## src/rtl/sisc_pkg.sv

```systemverilog
// Shared SISC definitions: instruction-memory geometry and loader FSM encodings.
// Optional feature macro: CHECKSUM_EN (loader accepts and checks a trailing XOR byte).
package sisc_pkg;

  localparam int unsigned IM_ADDR_W = 16;
  localparam int unsigned INSTR_W   = 32;
  localparam int unsigned BYTE_W    = 8;
  localparam int unsigned CNT_W     = 16;

  typedef enum logic [2:0] {
    LD_IDLE   = 3'd0,
    LD_HDR_HI = 3'd1,
    LD_HDR_LO = 3'd2,
    LD_WORD   = 3'd3,
    LD_TAIL   = 3'd4,
    LD_DONE   = 3'd5,
    LD_ERR    = 3'd6
  } ld_state_e;

  // States in which the loader takes a byte from the stream.
  function automatic logic ld_accepts(input ld_state_e s);
`ifdef CHECKSUM_EN
    return (s == LD_HDR_HI) || (s == LD_HDR_LO) || (s == LD_WORD) || (s == LD_TAIL);
`else
    return (s == LD_HDR_HI) || (s == LD_HDR_LO) || (s == LD_WORD);
`endif
  endfunction

endpackage

```

## src/rtl/im_byte_asm.sv

```systemverilog
// Big-endian byte-to-word assembler for the IM loader.
// Ports:
//   clk, rst_f      clock, synchronous active-high reset
//   clr             drop any partial word
//   accept          a stream byte transfers this cycle
//   byte_in         the stream byte
//   word_rdy_c      4th byte of a word transfers this cycle (combinational)
//   word_c          completed word, first byte in [31:24] (combinational)
module im_byte_asm
  import sisc_pkg::*;
(
  input  logic               clk,
  input  logic               rst_f,
  input  logic               clr,
  input  logic               accept,
  input  logic [BYTE_W-1:0]  byte_in,
  output logic               word_rdy_c,
  output logic [INSTR_W-1:0] word_c
);

  localparam int unsigned SH_W = INSTR_W - BYTE_W;

  logic [1:0]      cnt_q, cnt_d;
  logic [SH_W-1:0] sh_q, sh_d;

  // Byte counter and shift register; only the first three bytes need storage.
  always_comb begin
    cnt_d = cnt_q;
    sh_d  = sh_q;
    if (clr) begin
      cnt_d = 2'd0;
    end else if (accept) begin
      cnt_d = cnt_q + 2'd1;
      sh_d  = {sh_q[SH_W-BYTE_W-1:0], byte_in};
    end
  end

  assign word_rdy_c = accept && !clr && (cnt_q == 2'd3);
  assign word_c     = {sh_q, byte_in};

  always_ff @(posedge clk) begin
    if (rst_f) begin
      cnt_q <= 2'd0;
      sh_q  <= '0;
    end else begin
      cnt_q <= cnt_d;
      sh_q  <= sh_d;
    end
  end

endmodule

```

## src/rtl/im_loader.sv

```systemverilog
// Streams a counted, big-endian word image into the SISC instruction memory and
// holds the CPU in reset until the image is complete.
// Optional feature macro: CHECKSUM_EN (one trailing XOR byte over header + data).
// Ports:
//   clk, rst_f          clock, synchronous active-high reset
//   start               begin a load (honoured in IDLE, DONE, ERR)
//   in_data/in_valid    byte stream; in_ready is the loader's side of the handshake
//   im_we/addr/wdata    registered instruction-memory write port
//   cpu_hold            1 holds the processor in reset
//   done, err           load outcome levels
module im_loader
  import sisc_pkg::*;
#(
  parameter logic [IM_ADDR_W-1:0] BASE_ADDR = 16'h0000,
  parameter int unsigned          MAX_WORDS = 1024
) (
  input  logic                 clk,
  input  logic                 rst_f,
  input  logic                 start,
  input  logic [BYTE_W-1:0]    in_data,
  input  logic                 in_valid,
  output logic                 in_ready,
  output logic                 im_we,
  output logic [IM_ADDR_W-1:0] im_addr,
  output logic [INSTR_W-1:0]   im_wdata,
  output logic                 cpu_hold,
  output logic                 done,
  output logic                 err
);

  ld_state_e            state_q, state_d;
  logic [CNT_W-1:0]     count_q, count_d;
  logic [CNT_W-1:0]     word_idx_q, word_idx_d;
  logic                 in_ready_q, in_ready_d;
  logic                 im_we_q, im_we_d;
  logic [IM_ADDR_W-1:0] im_addr_q, im_addr_d;
  logic [INSTR_W-1:0]   im_wdata_q, im_wdata_d;
  logic                 cpu_hold_q, cpu_hold_d;
  logic                 done_q, done_d;
  logic                 err_q, err_d;
`ifdef CHECKSUM_EN
  logic [BYTE_W-1:0]    csum_q, csum_d;
`endif

  logic                 hs_c;
  logic                 restart_c;
  logic                 word_rdy_c;
  logic [INSTR_W-1:0]   word_c;
  logic [CNT_W-1:0]     hdr_cnt_c;

  // in_ready_q mirrors the current state, so it alone qualifies the handshake.
  assign hs_c      = in_valid && in_ready_q;
  assign restart_c = start && ((state_q == LD_IDLE) || (state_q == LD_DONE) || (state_q == LD_ERR));
  assign hdr_cnt_c = {count_q[CNT_W-1:BYTE_W], in_data};

  im_byte_asm u_asm (
    .clk        (clk),
    .rst_f      (rst_f),
    .clr        (restart_c),
    .accept     (hs_c && (state_q == LD_WORD)),
    .byte_in    (in_data),
    .word_rdy_c (word_rdy_c),
    .word_c     (word_c)
  );

  // Next-state, counters and registered output values.
  always_comb begin
    state_d    = state_q;
    count_d    = count_q;
    word_idx_d = word_idx_q;
    im_we_d    = 1'b0;
    im_addr_d  = im_addr_q;
    im_wdata_d = im_wdata_q;
`ifdef CHECKSUM_EN
    csum_d     = csum_q;
    if (hs_c && (state_q != LD_TAIL)) begin
      csum_d = csum_q ^ in_data;
    end
`endif

    case (state_q)
      LD_IDLE, LD_DONE, LD_ERR: begin
        if (start) begin
          state_d    = LD_HDR_HI;
          word_idx_d = '0;
          im_addr_d  = BASE_ADDR;
`ifdef CHECKSUM_EN
          csum_d     = '0;
`endif
        end
      end
      LD_HDR_HI: begin
        if (hs_c) begin
          count_d = {in_data, count_q[BYTE_W-1:0]};
          state_d = LD_HDR_LO;
        end
      end
      LD_HDR_LO: begin
        if (hs_c) begin
          count_d = hdr_cnt_c;
          if (32'(hdr_cnt_c) > MAX_WORDS) begin
            state_d = LD_ERR;
          end else if (hdr_cnt_c == '0) begin
            state_d = LD_TAIL;
          end else begin
            state_d = LD_WORD;
          end
        end
      end
      LD_WORD: begin
        if (word_rdy_c) begin
          im_we_d    = 1'b1;
          im_addr_d  = BASE_ADDR + word_idx_q;
          im_wdata_d = word_c;
          word_idx_d = word_idx_q + 16'd1;
          if (word_idx_q == count_q - 16'd1) begin
            state_d = LD_TAIL;
          end
        end
      end
      LD_TAIL: begin
`ifdef CHECKSUM_EN
        if (hs_c) begin
          state_d = (in_data == csum_q) ? LD_DONE : LD_ERR;
        end
`else
        state_d = LD_DONE;
`endif
      end
      default: state_d = LD_IDLE;
    endcase

    in_ready_d = ld_accepts(state_d);
    cpu_hold_d = (state_d != LD_DONE);
    done_d     = (state_d == LD_DONE);
    err_d      = (state_d == LD_ERR);
  end

  always_ff @(posedge clk) begin
    if (rst_f) begin
      state_q    <= LD_IDLE;
      count_q    <= '0;
      word_idx_q <= '0;
      in_ready_q <= 1'b0;
      im_we_q    <= 1'b0;
      im_addr_q  <= BASE_ADDR;
      im_wdata_q <= '0;
      cpu_hold_q <= 1'b1;
      done_q     <= 1'b0;
      err_q      <= 1'b0;
`ifdef CHECKSUM_EN
      csum_q     <= '0;
`endif
    end else begin
      state_q    <= state_d;
      count_q    <= count_d;
      word_idx_q <= word_idx_d;
      in_ready_q <= in_ready_d;
      im_we_q    <= im_we_d;
      im_addr_q  <= im_addr_d;
      im_wdata_q <= im_wdata_d;
      cpu_hold_q <= cpu_hold_d;
      done_q     <= done_d;
      err_q      <= err_d;
`ifdef CHECKSUM_EN
      csum_q     <= csum_d;
`endif
    end
  end

  assign in_ready = in_ready_q;
  assign im_we    = im_we_q;
  assign im_addr  = im_addr_q;
  assign im_wdata = im_wdata_q;
  assign cpu_hold = cpu_hold_q;
  assign done     = done_q;
  assign err      = err_q;

endmodule

```

## config.mk

```make
export PLATFORM = sky130hd
export DESIGN_NAME = im_loader
export DESIGN_NICKNAME = d
export VERILOG_FILES = /design/src/rtl/sisc_pkg.sv /design/src/rtl/im_byte_asm.sv /design/src/rtl/im_loader.sv
export SDC_FILE = /design/constraint.sdc
export NUM_CORES = 1
export LEC_CHECK = 0
export ABC_CLOCK_PERIOD_IN_PS = 5760
export CAP_MARGIN = 20
export CORE_MARGIN = 1.5
export CORE_UTILIZATION = 35
export CTS_CLUSTER_DIAMETER = 100
export DETAILED_ROUTE_END_ITERATION = 16
export PLACE_DENSITY_LB_ADDON = 0.2
export SLEW_MARGIN = 25
export SYNTH_ARGS = -nofsm -noshare
export SYNTH_HDL_FRONTEND = slang
export SYNTH_HIERARCHICAL = 1
export SYNTH_SLANG_ARGS = --single-unit
```

## constraint.sdc

```tcl
create_clock -name clk -period 5.76 [get_ports clk]
set_clock_uncertainty 0.1 [all_clocks]
set_input_delay 0.864 -clock clk [delete_from_list [all_inputs] [get_ports clk]]
set_output_delay 0.864 -clock clk [all_outputs]
set_load 0.005 [all_outputs]
```

======== After elaboration in Yosys (flattened, before gate mapping) ========
Cells that the tools add are included.
operators by class
  multiplexer cells ....................... 17
  equal/unequal tests ..................... 16
  add/subtract/negate cells ............... 3
  $lt $le $gt $ge ......................... 1
  reduce and logical (&&, ||, !) cells .... 21
  bitwise logic cells ..................... 4
operators by type and width
  kind                                                                                count
  16-bit one-hot mux with 2 select lines                                              3
  16-bit 2-to-1 mux                                                                   4
  3-bit 2-to-1 mux                                                                    7
  16-bit by 1-bit adder with 16-bit output (second input constant)                    1
  16-bit == test                                                                      1
  16-bit by 11-bit greater-than comparator with 1-bit output (second input constant)  1
  16-bit zero test                                                                    1
  16-bit by 1-bit subtractor with 16-bit output (second input constant)               1
  3-bit == test (second input constant)                                               5
  3-bit one-hot mux with 5 select lines                                               1
  3-bit by 2-bit == test with 1-bit output (second input constant)                    4
  3-bit AND reduction                                                                 3
  8-bit 2-to-1 mux                                                                    1
  3-bit by 1-bit == test with 1-bit output (second input constant)                    2
  1-bit logical AND                                                                   5
  1-bit logical OR                                                                    4
  1-bit inverter                                                                      4
  2-bit AND reduction                                                                 2
  2-bit OR reduction                                                                  2
  3-bit zero test                                                                     1
  3-bit inequality test (second input constant)                                       1
  3-bit OR reduction                                                                  1
  2-bit by 1-bit adder with 2-bit output (second input constant)                      1
  2-bit == test (second input constant)                                               1
  other kinds (5)                                                                     5
word-level totals
  flip-flop bits (word level) ............. 114
  logic and storage cells ................. 75
  input port bits ......................... 12

======== Depth between registers and ports, before layout ========
  word-level depth ........................ 12
  depth in mapped cells ................... 16
  mapped depth without buffers ............ 11

======== Hierarchy ========
Netlist, hierarchy kept.
by module, submodules not included
  module       cells each  sequential area each (sq um)  area each (sq um)  instances
  im_loader    515         1761.7                        4091.4             1
  im_byte_asm  106         520.5                         1148.6             1

======== Worst setup path before layout ========
Ideal clock, no wire load.
  kind .................................... reg2reg
  start point ............................. register state_q[0]
  end point ............................... register im_addr_q[11], in the netlist im_addr[11]
  path slack .............................. 2.322 ns
  buffers on the path ..................... 7
  stages on the path, launching flop included .. 17
  arrival ................................. 3.267 ns
  period minus slack after synthesis ...... 3.438 ns
  cells stage by stage .................... dfxtp_1 > clkbuf_1 > and3b_1 > clkbuf_1 > clkbuf_1 > and3_1 > nor2b_1 > buf_6 > buf_6 > and2_1 > nand3b_1 > a21boi_0 > or2_2 > clkbuf_1 > clkbuf_1 > nand3_1 > a21oi_1
on the way
  word-level cells in the longest chain between the ends .. 9
RTL lines
  what                                                          line               source
  from (decl)                                                   im_loader.sv:31    ld_state_e state_q, state_d;
  from (signal assigned)                                        im_loader.sv:155   state_q <= state_d;
  3-bit == test / 3-bit zero test (equally long branches)       im_loader.sv:53    assign restart_c = start && ((state_q == LD_IDLE) || (state_q == LD_DONE) || (state_q == LD_ERR));
  1-bit logical OR (2 in series)                                im_loader.sv:53
  1-bit logical AND                                             im_loader.sv:53
  1-bit zero test                                               im_byte_asm.sv:38  assign word_rdy_c = accept && !clr && (cnt_q == 2'd3);
  1-bit logical AND * (2 in series)                             im_byte_asm.sv:38
  via word_rdy_c                                                im_loader.sv:47    logic word_rdy_c;
  2-bit by 1-bit inequality test with 1-bit output (no line) *  n/a
  3-bit AND reduction (no line) *                               n/a
  to (signal assigned)                                          im_loader.sv:160   im_addr_q <= im_addr_d;
  to (decl)                                                     im_loader.sv:36    logic [IM_ADDR_W-1:0] im_addr_q, im_addr_d;
The timed path passes the listed nets; every way through them passes the cells marked *.
A chain may end at the register's enable or synchronous reset.

======== Worst setup path in the final report ========
  start point ............................. register state_q[0]
  end point ............................... register word_idx_q[11]
on the way
  word-level cells in the longest chain between the ends .. 9
RTL lines
  what                                                          line               source
  3-bit == test / 3-bit zero test (equally long branches)       im_loader.sv:53
  1-bit logical OR (2 in series)                                im_loader.sv:53
  1-bit logical AND                                             im_loader.sv:53
  1-bit zero test                                               im_byte_asm.sv:38
  1-bit logical AND * (2 in series)                             im_byte_asm.sv:38
  via word_rdy_c                                                im_loader.sv:47
  2-bit by 1-bit inequality test with 1-bit output (no line) *  n/a
  3-bit AND reduction (no line) *                               n/a
  to (signal assigned)                                          im_loader.sv:157   word_idx_q <= word_idx_d;
  to (decl)                                                     im_loader.sv:33    logic [CNT_W-1:0] word_idx_q, word_idx_d;
Marked as above.

==> summary.md <==
| Metric | Value |
|---|---|
| Post-Synthesis Cells | just over 600 |
| Antenna violations before repair | 0 |
| Vias in the first global route | 4178 |
| Port buffer count | 64 |
| H-tree depth | 4 |
| Worst path cell trace | and3b_1 -> and3_1 -> nor2b_1 -> buf_4 -> and2_1 -> nand3b_1 -> a21boi_0 -> nor2_1 -> buf_4 -> nor4b_1 -> xnor2_1 -> nor2_1 |
| Mapped Nets | roughly 640 |
| Clk sink count | 114 |
| Slew Limit Headroom | 46.2% |
| TritonCTS clock tree | yes |
| VDD IR max | 0.190 mV |
| CTS Buf Count | 17 |
| R2r startpoint | state_q[0] |
| Syn Std Cell Area | 0.00524 mm^2 |
| Reg area | between 0.002 and 0.0025 mm^2 |
| Fin. Hold Viols | 0 |
| Hold Startpoint | im_addr[2] |
| First-pass GRT wire length | between 20 and 25 mm |
| Synth top area share | approximately 44% |
| P_leak | 0.00226 uW |
| Layout cell share with drive strength beyond 1 | 8.49% |
| WL per Instance | 15.0 um |
| Worst Path Max Fanout | 25 |
| Vias | 4408 |
| Worst Max-Slew Pin Slew | 808 ps |
| Max Cap Viol | 0 |
| Ys Warns | 6 |
| Final period util | 70.4% |
| Final Setup Violations | 0 |
| Row count | 44 |
| Max Transition Viols Final | 0 |
| All-layer global routing usage | between 10% and 20% |
| Worst EP arrival | 4250 ps |
| Final Critical Period | 4060 ps |
| HP Class | reg -> reg |
| Die ar. | 0.0157 mm^2 |
| Routed wire length | 12.8 mm |
| Clk buf depth | 2 |
| Effective utilization at floorplan | between 30% and 40% |
| Seq/Total Area, Yosys | between 40% and 50% |
| Largest stage delay on the critical path | 710 ps |
| R2R setup slack | 1700 ps |
| Area contributors post-synth | dfxtp_1, nand2_1, a21oi_1 |
| Die width | between 100 and 150 um |
| Min-Delay Endpoint | im_addr[2] |
| Worst skew pair latency | between 400 and 500 ps |
| Area of the multi-input gates | around 0.0027 mm^2 |
| Worst r2r path cells | 12 |
| Predominant post-synthesis flop cell | dfxtp_1 |
| Async S/R FF share, synth | 0% |
| Clock transition at path regs | 50 ps |
| Initial DRC Count | 301 |
| Syn_area_per_cell | 8.44 um^2 |
| Leading area contributor after synthesis | dfxtp_1 |
| Post-CTS sizing | 0 |
| DR vias/cell | roughly 5.2 |
| Pwr/cell area | between 200 and 300 mW/mm^2 |
| Achievable frequency | 247 MHz |
| RSZ-0062 raised after global routing | false |
| Critical path buffers and inverters | 2 |
| # fillers | 1405 |
| Layout overhead on the synthesized area | 23.6% |
| DPL Wire Length | 8.98 mm |
| Hold Path Depth | 2 |
| Yosys reg bits | 114 |
| I/O pin count | 65 |
| Routed Antenna Nets | 0 |
| Die Span Y | 125 um |
| Root buf cell | clkbuf_16 |
| Post-cts hold buffer count | 0 |
| GRT overflow | 0 |
| Reg-to-Reg End | word_idx_q[11] |
| Number of synthesized flops with an enable pin | 0 |
| Core area | 0.0146 mm^2 |
| Drc violations | 0 |
| CP startpoint kind | register |
| Outcome | completed |
| DP Worst Slack | 1680 ps |
| Final-stage net count | 673 |
| Crit path max-delay family | simple AND/OR/NAND/NOR gates |
| Final GP Congestion | 0.851 |
| Setup bufs post-CTS | 0 |
| Drt pass-1 iters | 5 |
| WP data required | 5960 ps |
| Largest net degree at the start of global routing | 59 |
| Slowest-stage cell, CP | and3b_1 |
| CP Capture Type | register |
| Setup ws final | 1700 ps |
| Sum Neg Setup Slack | 0 ps |
| Inserted Diodes | 0 |
| Unique masters post-synth | 61 |
| WS Path Type | reg -> reg |
==> worst register-to-register path, cell delays in order, from the launching register on <==
cell,delay [ps]
dfxtp_1,540
and3b_1,710
and3_1,580
nor2b_1,190
buf_4,210
and2_1,250
nand3b_1,110
a21boi_0,300
nor2_1,80
buf_4,220
nor4b_1,440
xnor2_1,160
nor2_1,50
==> synth_stat cells (7+ instances only) <==
| cell type | n |
|---|---|
| nor4_1 | 7 |
| xor2_1 | 11 |
| or2_2 | 7 |
| nor3_1 | 13 |
| a31oi_1 | 13 |
| a21oi_1 | 67 |
| nand4bb_1 | 8 |
| nand2b_1 | 26 |
| dfxtp_1 | 114 |
| o21ai_0 | 8 |
| nor2b_1 | 8 |
| nor2_1 | 33 |
| nand3_1 | 22 |
| buf_4 | 8 |
| inv_1 | 8 |
| nand2_1 | 106 |
| clkbuf_1 | 37 |
| mux2i_1 | 18 |
| xnor2_1 | 24 |
| o21ai_1 | 8 |
==> registers in the layout, indices dropped and copies added (netlist names) <==
| name | count |
|---|---|
| im_wdata | 32 |
| u_asm/sh_q | 24 |
| count_q | 16 |
| im_addr | 16 |
| word_idx_q | 16 |
| state_q | 3 |
| u_asm/cnt_q | 2 |
| cpu_hold | 1 |
| done | 1 |
| err | 1 |
| im_we | 1 |
| in_ready | 1 |
==> cell families (layout without fill, tap and decap cells) <==
family	after synthesis	in the layout	share of synthesized area [%]
DFF	114	114	43.6
adders and majority gates	3	3	0.716
buffers and inverters	60	110	5.80
AOI/OAI and AO/OA	120	120	13.4
and+or+nand+nor	271	271	27.2
muxes	18	18	3.44
xor gates and xnor gates	35	35	5.85
==> power by group <==
part | internal (uW) | switching [uW]
registers | 793 | 6.57
logic | 35.7 | 54.0
clock network | 679 | 348
total | 1510 | 409
==> cell type report <==
| cell class | count | share of cell area (%) |
|---|---|---|
| Multi-Input combinational cell | 447 | 41.1 |
| Clock buffer | 23 | 7.53 |
| Timing Repair Buffer | 70 | 10.5 |
| Tap cell | 184 | 3.55 |
| Inverter | 8 | 0.464 |
| Clock inverter | 9 | 1.60 |
| Sequential cell | 114 | 35.2 |
==> layer usage <==
metal,global-route usage [%],vias up,share of wire [%]
met1,22.5,2066,50
li1,-,2212,-
met4,6.48,0,1.9
met2,25.4,114,45
met5,0,-,0
met3,4.92,16,3.8
==> stage by stage <==
step	power [uW]	utilization [%]	area [um^2]	instances	hold WS, ps
after global routing	1990	44.4	6480	855	368
after detailed placement	905	40.3	5880	823	345
after CTS	1930	44.4	6480	855	352
after global placement	903	40.3	5880	823	341
after floorplan	879	-	5240	621	332
final	1920	44.4	6480	855	347
==> cell usage in the layout, fill, tap and decap left out, types with 11 or more instances in the layout <==
master and n:
xor2_1 11, a21oi_1 67, clkbuf_16 17, nor3_1 13, nand2b_1 26, dfxtp_1 114
nand3_1 22, mux2i_1 18, clkdlybuf4s50_1 63, a31oi_1 13, nand2_1 106, xnor2_1 24
nor2_1 33
==> how the worst max path moves through the flow <==
stage	endpoint	start	slack [ps]	depth (start not counted)
after CTS	word_idx_q[7]	state_q[0]	1730	12
after global placement	word_idx_q[7]	in_valid	1790	12
final	word_idx_q[11]	state_q[0]	1700	12
after global routing	word_idx_q[14]	state_q[0]	1300	10
after detailed placement	word_idx_q[10]	start	1680	12
after floorplan	im_addr[11]	state_q[0]	2320	16
(Power assumes the default switching activity.)
